===== src/rtl/period_meter_if.sv =====
// Signal bundle for period_meter: measured input, enable and measurement results.
//   sig_in    : measured signal, asynchronous to clk
//   en        : measurement enable, synchronous to clk
//   period    : last measured period in clk cycles
//   high_time : clk cycles the signal was high within that period
//   valid     : one-cycle pulse when period/high_time update
//   overflow  : period counter saturated since the last valid measurement
//   locked    : last two measured periods were equal
// master = stimulus/consumer side, slave = the meter itself.
interface period_meter_if #(
    parameter int unsigned WIDTH = 16
);
    logic             sig_in;
    logic             en;
    logic [WIDTH-1:0] period;
    logic [WIDTH-1:0] high_time;
    logic             valid;
    logic             overflow;
    logic             locked;

    modport master (
        output sig_in,
        output en,
        input  period,
        input  high_time,
        input  valid,
        input  overflow,
        input  locked
    );

    modport slave (
        input  sig_in,
        input  en,
        output period,
        output high_time,
        output valid,
        output overflow,
        output locked
    );
endinterface


===== src/rtl/period_meter.sv =====
// Measures the period and high time of an asynchronous signal in clk cycles.
// Ports:
//   clk : single clock, all state updates on its rising edge
//   res : asynchronous active-low reset
//   bus : period_meter_if.slave (sig_in/en in; period, high_time, valid,
//         overflow, locked out -- all outputs registered)
// Results are produced at every synchronized rising edge of sig_in except
// the first one after idle, overflow or reset, which only starts a count.
module period_meter #(
    parameter int unsigned WIDTH = 16
) (
    input  logic           clk,
    input  logic           res,
    period_meter_if.slave  bus
);

    localparam logic [1:0] ST_IDLE = 2'd0;
    localparam logic [1:0] ST_MEAS = 2'd1;
    localparam logic [1:0] ST_OVF  = 2'd2;

    localparam logic [WIDTH-1:0] CNT_ONE = WIDTH'(1);
    localparam logic [WIDTH-1:0] CNT_MAX = {WIDTH{1'b1}};

    // Synchronizer (s1, s2) plus history flop for edge detection
    logic s1_q, s2_q, s3_q;
    logic rise_c;

    logic [1:0]       state_q,       state_d;
    logic [WIDTH-1:0] per_cnt_q,     per_cnt_d;
    logic [WIDTH-1:0] hi_cnt_q,      hi_cnt_d;
    logic [WIDTH-1:0] prev_period_q, prev_period_d;
    logic             prev_vld_q,    prev_vld_d;
    logic [WIDTH-1:0] period_q,      period_d;
    logic [WIDTH-1:0] high_time_q,   high_time_d;
    logic             valid_q,       valid_d;
    logic             overflow_q,    overflow_d;
    logic             locked_q,      locked_d;

    assign rise_c = s2_q & ~s3_q;

    // State and datapath registers
    always_ff @(posedge clk or negedge res) begin
        if (!res) begin
            s1_q          <= 1'b0;
            s2_q          <= 1'b0;
            s3_q          <= 1'b0;
            state_q       <= ST_IDLE;
            per_cnt_q     <= '0;
            hi_cnt_q      <= '0;
            prev_period_q <= '0;
            prev_vld_q    <= 1'b0;
            period_q      <= '0;
            high_time_q   <= '0;
            valid_q       <= 1'b0;
            overflow_q    <= 1'b0;
            locked_q      <= 1'b0;
        end else begin
            s1_q          <= bus.sig_in;
            s2_q          <= s1_q;
            s3_q          <= s2_q;
            state_q       <= state_d;
            per_cnt_q     <= per_cnt_d;
            hi_cnt_q      <= hi_cnt_d;
            prev_period_q <= prev_period_d;
            prev_vld_q    <= prev_vld_d;
            period_q      <= period_d;
            high_time_q   <= high_time_d;
            valid_q       <= valid_d;
            overflow_q    <= overflow_d;
            locked_q      <= locked_d;
        end
    end

    // Next-state and result logic; a low enable overrides everything else
    always_comb begin
        state_d       = state_q;
        per_cnt_d     = per_cnt_q;
        hi_cnt_d      = hi_cnt_q;
        prev_period_d = prev_period_q;
        prev_vld_d    = prev_vld_q;
        period_d      = period_q;
        high_time_d   = high_time_q;
        valid_d       = 1'b0;
        overflow_d    = overflow_q;
        locked_d      = locked_q;

        if (!bus.en) begin
            state_d    = ST_IDLE;
            per_cnt_d  = '0;
            hi_cnt_d   = '0;
            prev_vld_d = 1'b0;
            locked_d   = 1'b0;
        end else begin
            case (state_q)
                ST_IDLE: begin
                    if (rise_c) begin
                        state_d   = ST_MEAS;
                        per_cnt_d = CNT_ONE;
                        hi_cnt_d  = CNT_ONE;
                    end
                end
                ST_MEAS: begin
                    if (rise_c) begin
                        period_d      = per_cnt_q;
                        high_time_d   = hi_cnt_q;
                        valid_d       = 1'b1;
                        overflow_d    = 1'b0;
                        locked_d      = prev_vld_q && (per_cnt_q == prev_period_q);
                        prev_period_d = per_cnt_q;
                        prev_vld_d    = 1'b1;
                        per_cnt_d     = CNT_ONE;
                        hi_cnt_d      = CNT_ONE;
                    end else if (per_cnt_q == CNT_MAX) begin
                        // Saturate: hold counters, next rise only restarts
                        state_d    = ST_OVF;
                        overflow_d = 1'b1;
                        locked_d   = 1'b0;
                        prev_vld_d = 1'b0;
                    end else begin
                        // hi_cnt only advances alongside per_cnt, so it never exceeds it
                        per_cnt_d = per_cnt_q + CNT_ONE;
                        if (s2_q) begin
                            hi_cnt_d = hi_cnt_q + CNT_ONE;
                        end
                    end
                end
                ST_OVF: begin
                    if (rise_c) begin
                        state_d   = ST_MEAS;
                        per_cnt_d = CNT_ONE;
                        hi_cnt_d  = CNT_ONE;
                    end
                end
                default: begin
                    state_d = ST_IDLE;
                end
            endcase
        end
    end

    assign bus.period    = period_q;
    assign bus.high_time = high_time_q;
    assign bus.valid     = valid_q;
    assign bus.overflow  = overflow_q;
    assign bus.locked    = locked_q;

endmodule


===== src/flat_wrapper.sv =====
// flat-port wrapper written by rule: the top's interface ports become plain ports
module period_meter_flat 
#(
    parameter int unsigned WIDTH = 16
)
  (clk, res, bus_sig_in, bus_en, bus_period, bus_high_time, bus_valid, bus_overflow, bus_locked);
  period_meter_if #(.WIDTH(WIDTH)) bus_i ();
  input  logic clk;
  input  logic res;
  input wire logic [$bits(bus_i.sig_in)-1:0] bus_sig_in;
  input wire logic [$bits(bus_i.en)-1:0] bus_en;
  output wire logic [$bits(bus_i.period)-1:0] bus_period;
  output wire logic [$bits(bus_i.high_time)-1:0] bus_high_time;
  output wire logic [$bits(bus_i.valid)-1:0] bus_valid;
  output wire logic [$bits(bus_i.overflow)-1:0] bus_overflow;
  output wire logic [$bits(bus_i.locked)-1:0] bus_locked;
  assign bus_i.sig_in = bus_sig_in;
  assign bus_i.en = bus_en;
  assign bus_period = bus_i.period;
  assign bus_high_time = bus_i.high_time;
  assign bus_valid = bus_i.valid;
  assign bus_overflow = bus_i.overflow;
  assign bus_locked = bus_i.locked;
  period_meter #(.WIDTH(WIDTH)) u_core (.clk(clk), .res(res), .bus(bus_i));
endmodule

===== config.mk =====
export PLATFORM = sky130hd
export DESIGN_NAME = period_meter_flat
export DESIGN_NICKNAME = d
export VERILOG_FILES = /design/src/rtl/period_meter_if.sv /design/src/rtl/period_meter.sv /design/src/flat_wrapper.sv
export SDC_FILE = /design/constraint.sdc
export NUM_CORES = 1
export LEC_CHECK = 0
export CAP_MARGIN = 20
export CORE_MARGIN = 4
export CORE_UTILIZATION = 56
export DETAILED_ROUTE_END_ITERATION = 16
export GPL_TIMING_DRIVEN = 0
export MAX_ROUTING_LAYER = met4
export PLACE_DENSITY = 0.76
export SYNTH_ARGS = -nofsm -noshare
export SYNTH_HDL_FRONTEND = slang
export SYNTH_SLANG_ARGS = --single-unit

===== constraint.sdc =====
create_clock -name clk -period 2 [get_ports clk]
set_input_delay 0.2 -clock clk [delete_from_list [all_inputs] [get_ports clk]]
set_output_delay 0.2 -clock clk [all_outputs]
set_load 0.01 [all_outputs]

==> qor.yml <==
fin_crit_sh_pct: 95.1
ctsLongestPathBuffers: 2
drtPass1Iterations: 5
fin_nets: 395
worst_pin_slew_ns: 0.915
start_util_pct: 58.8
fin_area_mm2: 0.00423
whs_ns: -0.0444
p_total_mw: 2.79
hold_buffers: 0
gp_congestion: 0.890
area_delta_synth_final_pct: 19.5
rows: 28
synth_edf_count: 0
setup_viol: 0
violations: "negative hold slack"
dp_slack_ns: -0.245
rsz0062_at_grt: "no"
netlist_instances: 340
cts_setup_buffers: 0
fillers: 451
overflow: 0
post-dp-hpwl_um: 5290
finalWirelength_um: 7870
drv_cap: 0
final_cells: 468
clock-root-buffer: "clkbuf_8"
synthMuxAreaShare_pct: 10.2
synthAdderAreaFrac_pct: 0.707
grt_pass1_vias: 2716
grt_max_degree: 74
synth-compound-area-share_pct: 13.6
cts_sinks: 73
final_util_pct: 70.2
place_area_mm2: 0.00401
via_count: 2852
grt_usage_pct: 23.5
cp-start-kind: "input pin"
core_mm2: 0.00603
synthesis.nets: 346
path_clk_slew_ns: 0.07
die_area_mm2: 0.00766
final_layout_size_suffix_gt1_share_pct: 20.1
route.detailed.drc: 0
synth.avg_cell_area_um2: 10.4
slew_headroom_pct: 39.0
yosys.area_share.xor_xnor_pct: 3.96
power_density_mw_per_mm2: 660
max_freq_mhz: 526
peakVddDrop_mv: 0.445
power.leakage_nw: 2.03
finalMaxSlewViolations: 0
worst_clock_skew_ns: 0.00599
synth_simple_gate_area_share_pct: 16.1
yosysSeqAreaShare_pct: 51.6
crit_required_ns: 2.28
crit_arrival_ns: 2.18
critPathCaptureType: "flop"
antenna_found_initial: 0
drt_iter0_markers: 274
ant_nets: 0
htreeDepth: 3
numCtsBuffers: 9
io_pins: 39
tritoncts: "built"
crit_fanout: 10
yosys_warnings: 0
min_period_ns: 1.90
clk_latency_ns: 0.34
wire_per_inst_um: 16.8
path_class: "input pin to flop"
dpl.cell_count: 453
fin_ws_ns: 0.0989
grt_pass1_wl_um: 13400
syn-cell-area_mm2: 0.00354
vias_per_cell: 6.09
synth_top_family_by_area: "simple AND/OR/NAND/NOR gates"
dieWidth_um: 87.5
io_buffers: 38
async_flop_share_pct: 100
synth_cell_types: 46
antenna_cells: 0
status: "complete, but fails checks"
yosys_most_used_dff: "dfrtp_1"
hold_viol: 19
hp-class: "input pin to asynchronous set/reset pin"
die_h_um: 87.5
fin_setup_tns_ns: 0
synth-seq-cells: 73
[logic make-up (layout without fill, tap and decap cells)]
| kind of cell | count (synthesis) | in the layout |
|---|---|---|
| xor+xnor | 16 | 16 |
| flops | 73 | 73 |
| fa+ha+maj | 2 | 2 |
| mux | 32 | 32 |
| simple gates | 111 | 111 |
| compound gates | 84 | 84 |
| buf+inv | 22 | 75 |
[flip-flops by register name, indices dropped and copies added, names as in the netlist]
name                  cells
u_core.hi_cnt_q          16
u_core.per_cnt_q         16
u_core.state_q            2
u_core.prev_period_q     16
u_core.s2_q               1
u_core.s1_q               1
u_core.bus.overflow       1
u_core.bus.locked         1
u_core.bus.valid          1
u_core.prev_vld_q         1
u_core.bus.high_time     16
u_core.s3_q               1
[worst paths after layout]
kind | start | endpoint | slack [ns] | cells after the start
setup / recovery | bus_en | u_core.hi_cnt_q[5] | 0.1 | 7
hold / removal | res | u_core.prev_period_q[6] | -0.04 | 1
setup reg to reg | u_core.per_cnt_q[5] | u_core.per_cnt_q[9] | 0.13 | 7
hold reg to reg | u_core.s1_q | u_core.s2_q | 0.35 | 0
max in group asynchronous | res | u_core.per_cnt_q[1] | 1.41 | 1
min in group clk | bus_sig_in | u_core.s1_q | 0.30 | 1
[critical path, stage by stage]
cell and delay [ns]:
clkdlybuf4s50_1 0.51, clkbuf_1 0.33, nand3_1 0.39, clkbuf_2 0.34
o21ai_0 0.26, nor2_1 0.06, nor2_1 0.08
[cells in the mapped netlist (all sizes together), types with 2 or more instances]
| cell type | n | area share (%) |
|---|---|---|
| o21ai | 50 | 7.1 |
| nor4 | 6 | 1.7 |
| a22o | 2 | 0.53 |
| mux2 | 32 | 10 |
| and3 | 6 | 1.1 |
| nor3 | 4 | 0.57 |
| nand2 | 28 | 3.0 |
| nor2b | 2 | 0.35 |
| nor2 | 33 | 3.6 |
| a31oi | 9 | 1.6 |
| nand4 | 13 | 2.9 |
| clkbuf | 4 | 0.46 |
| a21oi | 11 | 1.6 |
| dfrtp | 73 | 52 |
| and2 | 4 | 0.71 |
| buf | 17 | 3.2 |
| nand3 | 11 | 1.6 |
| nand2b | 2 | 0.35 |
| o41ai | 2 | 0.49 |
| ha | 2 | 0.71 |
| xor2 | 15 | 3.7 |
[layout by cell type (no fill, tap or decap), types with 4 or more instances in the layout]
| cell | n |
|---|---|
| dfrtp_1 | 72 |
| o21ai_0 | 48 |
| clkdlybuf4s50_1 | 37 |
| nor2_1 | 32 |
| mux2_2 | 32 |
| nand2_1 | 28 |
| xor2_1 | 15 |
| nand4_1 | 11 |
| nand3_1 | 11 |
| a21oi_1 | 11 |
| buf_2 | 10 |
| a31oi_1 | 9 |
| clkbuf_8 | 9 |
| and3_1 | 6 |
| buf_4 | 5 |
| clkbuf_1 | 4 |
[cell type report]
cell class	instances	area, µm²	area share, %
Buffer	21	131	3.10
Clock buffer	11	131	3.10
Timing Repair Buffer	38	378	8.93
Inverter	1	3.75	0.0887
Sequential cell	73	1830	43.2
Clock inverter	4	45.0	1.06
Tap cell	75	93.8	2.22
Multi-Input combinational cell	245	1620	38.3
[power by group]
part | switching [mW] | total [mW] | internal [mW]
clock network | 0.515 | 1.08 | 0.564
logic | 0.118 | 0.193 | 0.0749
registers | 0.0196 | 1.52 | 1.50
total | 0.653 | 2.79 | 2.14
[repair_timing]
item,CTS,global route
gates resized for setup,2,8
setup endpoints to repair,24,55
pin swaps,0,1
[routing by layer]
| layer | share of wire [%] | GRT usage [%] | routed length, µm | vias up |
|---|---|---|---|---|
| met4 | 2.2 | 9.34 | 170 | 0 |
| met1 | 47 | 33.2 | 3660 | 1401 |
| met2 | 46 | 33.9 | 3590 | 115 |
| li1 | - | - | - | 1318 |
| met5 | 0 | - | 0 | - |
| met3 | 5.7 | 3.97 | 446 | 18 |
No activity file was read; power rests on OpenSTA's default activity.
==> patch 1 (same settings) <==
`WIDTH` is set to 16 in 3 places; all go to 32.
--- a/src/rtl/period_meter_if.sv
+++ b/src/rtl/period_meter_if.sv
@@ -10,3 +10,3 @@
 interface period_meter_if #(
-    parameter int unsigned WIDTH = 16
+    parameter int unsigned WIDTH = 32
 );
--- a/src/rtl/period_meter.sv
+++ b/src/rtl/period_meter.sv
@@ -9,3 +9,3 @@
 module period_meter #(
-    parameter int unsigned WIDTH = 16
+    parameter int unsigned WIDTH = 32
 ) (
--- a/src/flat_wrapper.sv
+++ b/src/flat_wrapper.sv
@@ -3,3 +3,3 @@
 #(
-    parameter int unsigned WIDTH = 16
+    parameter int unsigned WIDTH = 32
 )
Ports: changed (resized bus_high_time and bus_period); port bits go from 39 to 71. No check against the original RTL was run, so the function may have changed too.
==> patch 1 against the original RTL <==
  * The run ends with negative setup slack left
  * Die area up 90%
  * Critical path depth rose by 3
  * Synthesized area increased by 100%
  * Wire length grew to 3.9 times the old value
  * Fmax shrank 19%
  * Sequential cell count increased by 64
  * Setup slack lost 0.44 ns
  * Power rose by 150%
  * Global-route usage up 11 points
  * Final area increased to 2.5 times the old value
  * Critical path type is now flip-flop to flip-flop
  * Critical endpoint is now u_core.hi_cnt_q[21]
  * Largest cell class is now multi-input combinational cells
  * Highest routed layer unchanged
==> patch 1: results (changes against the original RTL) <==
[clock_tree]
insertion_delay_ns=0.44  ; +0.10 ns
cts_htree_levels=4  ; +1
cts_inserted_buffers=17  ; +8
cts_root_buf=clkbuf_16
worst_setup_hold_path_clk_slew_ns=0.06

[min_path]
worstHoldPathType=input port to flip-flop
hold_path_startpoint=bus_en
hold_path_end=u_core.state_q[0]
hold-path-cell-count=3

[routing]
met3_wirelength_mm=3.46  ; +680%
first_iter_violations=1227  ; +350%
drt-pass1-iter-count=8  ; +3
wirelength_met1_mm=10.5  ; +190%
wl_per_cell_um=29.0  ; +73%
wl_met2_mm=14.2  ; +300%
ant_nets=0  ; unchanged
via_count=7784  ; +170%

[cells_and_area]
finalNetCount=890  ; +130%
n_antenna_cell=0  ; unchanged
fillCellCount=534  ; +18%
drive_above_1_share_pct=41.2  ; +21 points

[grt]
wire_length_of_the_first_global_routing_pass_mm=38.0  ; +180%
via_count_of_the_first_global_routing_pass=6847  ; +150%
grt.total_usage_pct=34.9  ; +11 points
grt_start_max_net_pins=78  ; +5.4%
grt_use_met1_pct=41.5  ; +8.3 points
grt_use_met3_pct=7.30  ; +3.3 points
grt_util_met2_pct=57.1  ; +23 points

[setup_path]
timing.critical_path.slowest_stage_cell=dfrtp_1
wp_data_arrival_ns=2.65  ; +0.47 ns
critical_path.max_fanout=7  ; -3
worst_r2r_path_depth=10  ; +3
slowest_stage_delay_on_critical_path_ns=0.36  ; -0.15 ns
crit_path_start=u_core.per_cnt_q[5]
critical_path_capture_point=u_core.hi_cnt_q[21]

[synth]
synth-compound-area-share_pct=16.3  ; +2.6 points
synth-main-ff-cell=dfrtp_1
synth.net_count=708  ; +100%
async_flop_share_pct=100  ; unchanged
yosysSeqAreaShare_pct=48.2  ; -3.4 points
netlist-cell-type-count=61  ; +33%
yosys.area_share.xor_xnor_pct=3.94  ; -0.021 points
netlist_top_cells_count=dfrtp_1 (137), nand2_1 (57), mux2_2 (50), o21ai_0 (40), o31ai_1 (37)
synthesis.yosys.warnings=0  ; unchanged
synthTopCellsByArea=dfrtp_1 (48%), mux2_2 (7.9%), o31ai_1 (3.9%)
synth_adder_area_share_pct=0.351  ; -0.36 points
synth.mux.area_fraction_pct=8.33  ; -1.8 points

[timing]
setup_violations=78  ; +78
worst_slew_pin_slew_ns=0.716  ; -0.199 ns
final_layout_setup_total_negative_slack_ns=-14.84  ; -14.84 ns
finalWorstSetupSlack_ns=-0.340  ; -0.439 ns
clock-skew-final_ns=0.00849  ; +0.00249 ns

[status]
run_status=finished, violations left
violations_in_the_final_reports=negative setup slack

[placement]
place.port_buffers=69  ; +82%
finalWeightedCongestion=0.948  ; +6.6%
dpl.hpwl_mm=14.7  ; +180%
minimum_setup_slack_after_placement_ns=-0.505  ; -0.260 ns

[power]
cellLeakagePower_nw=4.62  ; +130%
irDropWorstVdd_mv=0.543  ; +22%

==> patch 1: changes by cell type in the layout (fill, tap and decap cells not counted), sizes merged, moves of 20 or more <==
cell and change:
xnor2 +20, o31ai +36, dfrtp +64, nand3 +25
clkdlybuf4s50 +31, clkbuf +25, nand2 +31, nand4 +23
buf +114, a31oi +21
==> patch 1: stage by stage <==
| step | utilization [%] | area, um2 | hold WS (ns) | instances |
|---|---|---|---|---|
| finish | 87.8 | 10700 | 0.0986 | 1065 |
| CTS | 79.3 | 9690 | 0.0684 | 1013 |
| floorplan | - | 7160 | -0.0956 | 702 |
| global route | 87.8 | 10700 | 0.113 | 1065 |
| global placement | 66.0 | 8060 | 0.337 | 939 |
| detailed placement | 66.2 | 8090 | 0.222 | 940 |
==> patch 1: area by class of cell <==
class	count	share of cell area [%]
multi-input combinational	490	38.8
clock buffer	21	4.30
clock inverter	11	1.80
timing repair buffer	175	16.5
buffer	45	3.70
inverter	18	0.630
tap	168	1.96
sequential	137	32.3
==> patch 1: cell families (layout without fill, tap and decap cells) <==
logic type,Yosys count,after routing
AOI/OAI and AO/OA,173,173
adders and majority gates,2,2
xor gates and xnor gates,32,32
muxes,53,53
DFF,137,137
and+or+nand+nor,228,230
buffers and inverters,77,270
==> patch 1: worst min-delay path, stage by stage <==
cell	delay (ns)
buf_2	0.18
nand2_1	0.08
nor2_1	0.04
==> patch 1: power breakdown <==
part | internal (mW) | switching [mW]
logic | 0.173 | 0.349
registers | 2.81 | 0.0455
clock network | 2.28 | 1.31
==> patch 1: repair_timing <==
| item | CTS | global route |
|---|---|---|
| pin swaps | 35 | 57 |
| setup endpoints to repair | 129 | 88 |
| cloned | 8 | 1 |
| buffers inserted | 40 | 60 |
| resized for setup | 145 | 142 |
| hold buffers | 1 | 0 |
| endpoints found under the hold margin | 60 | 0 |
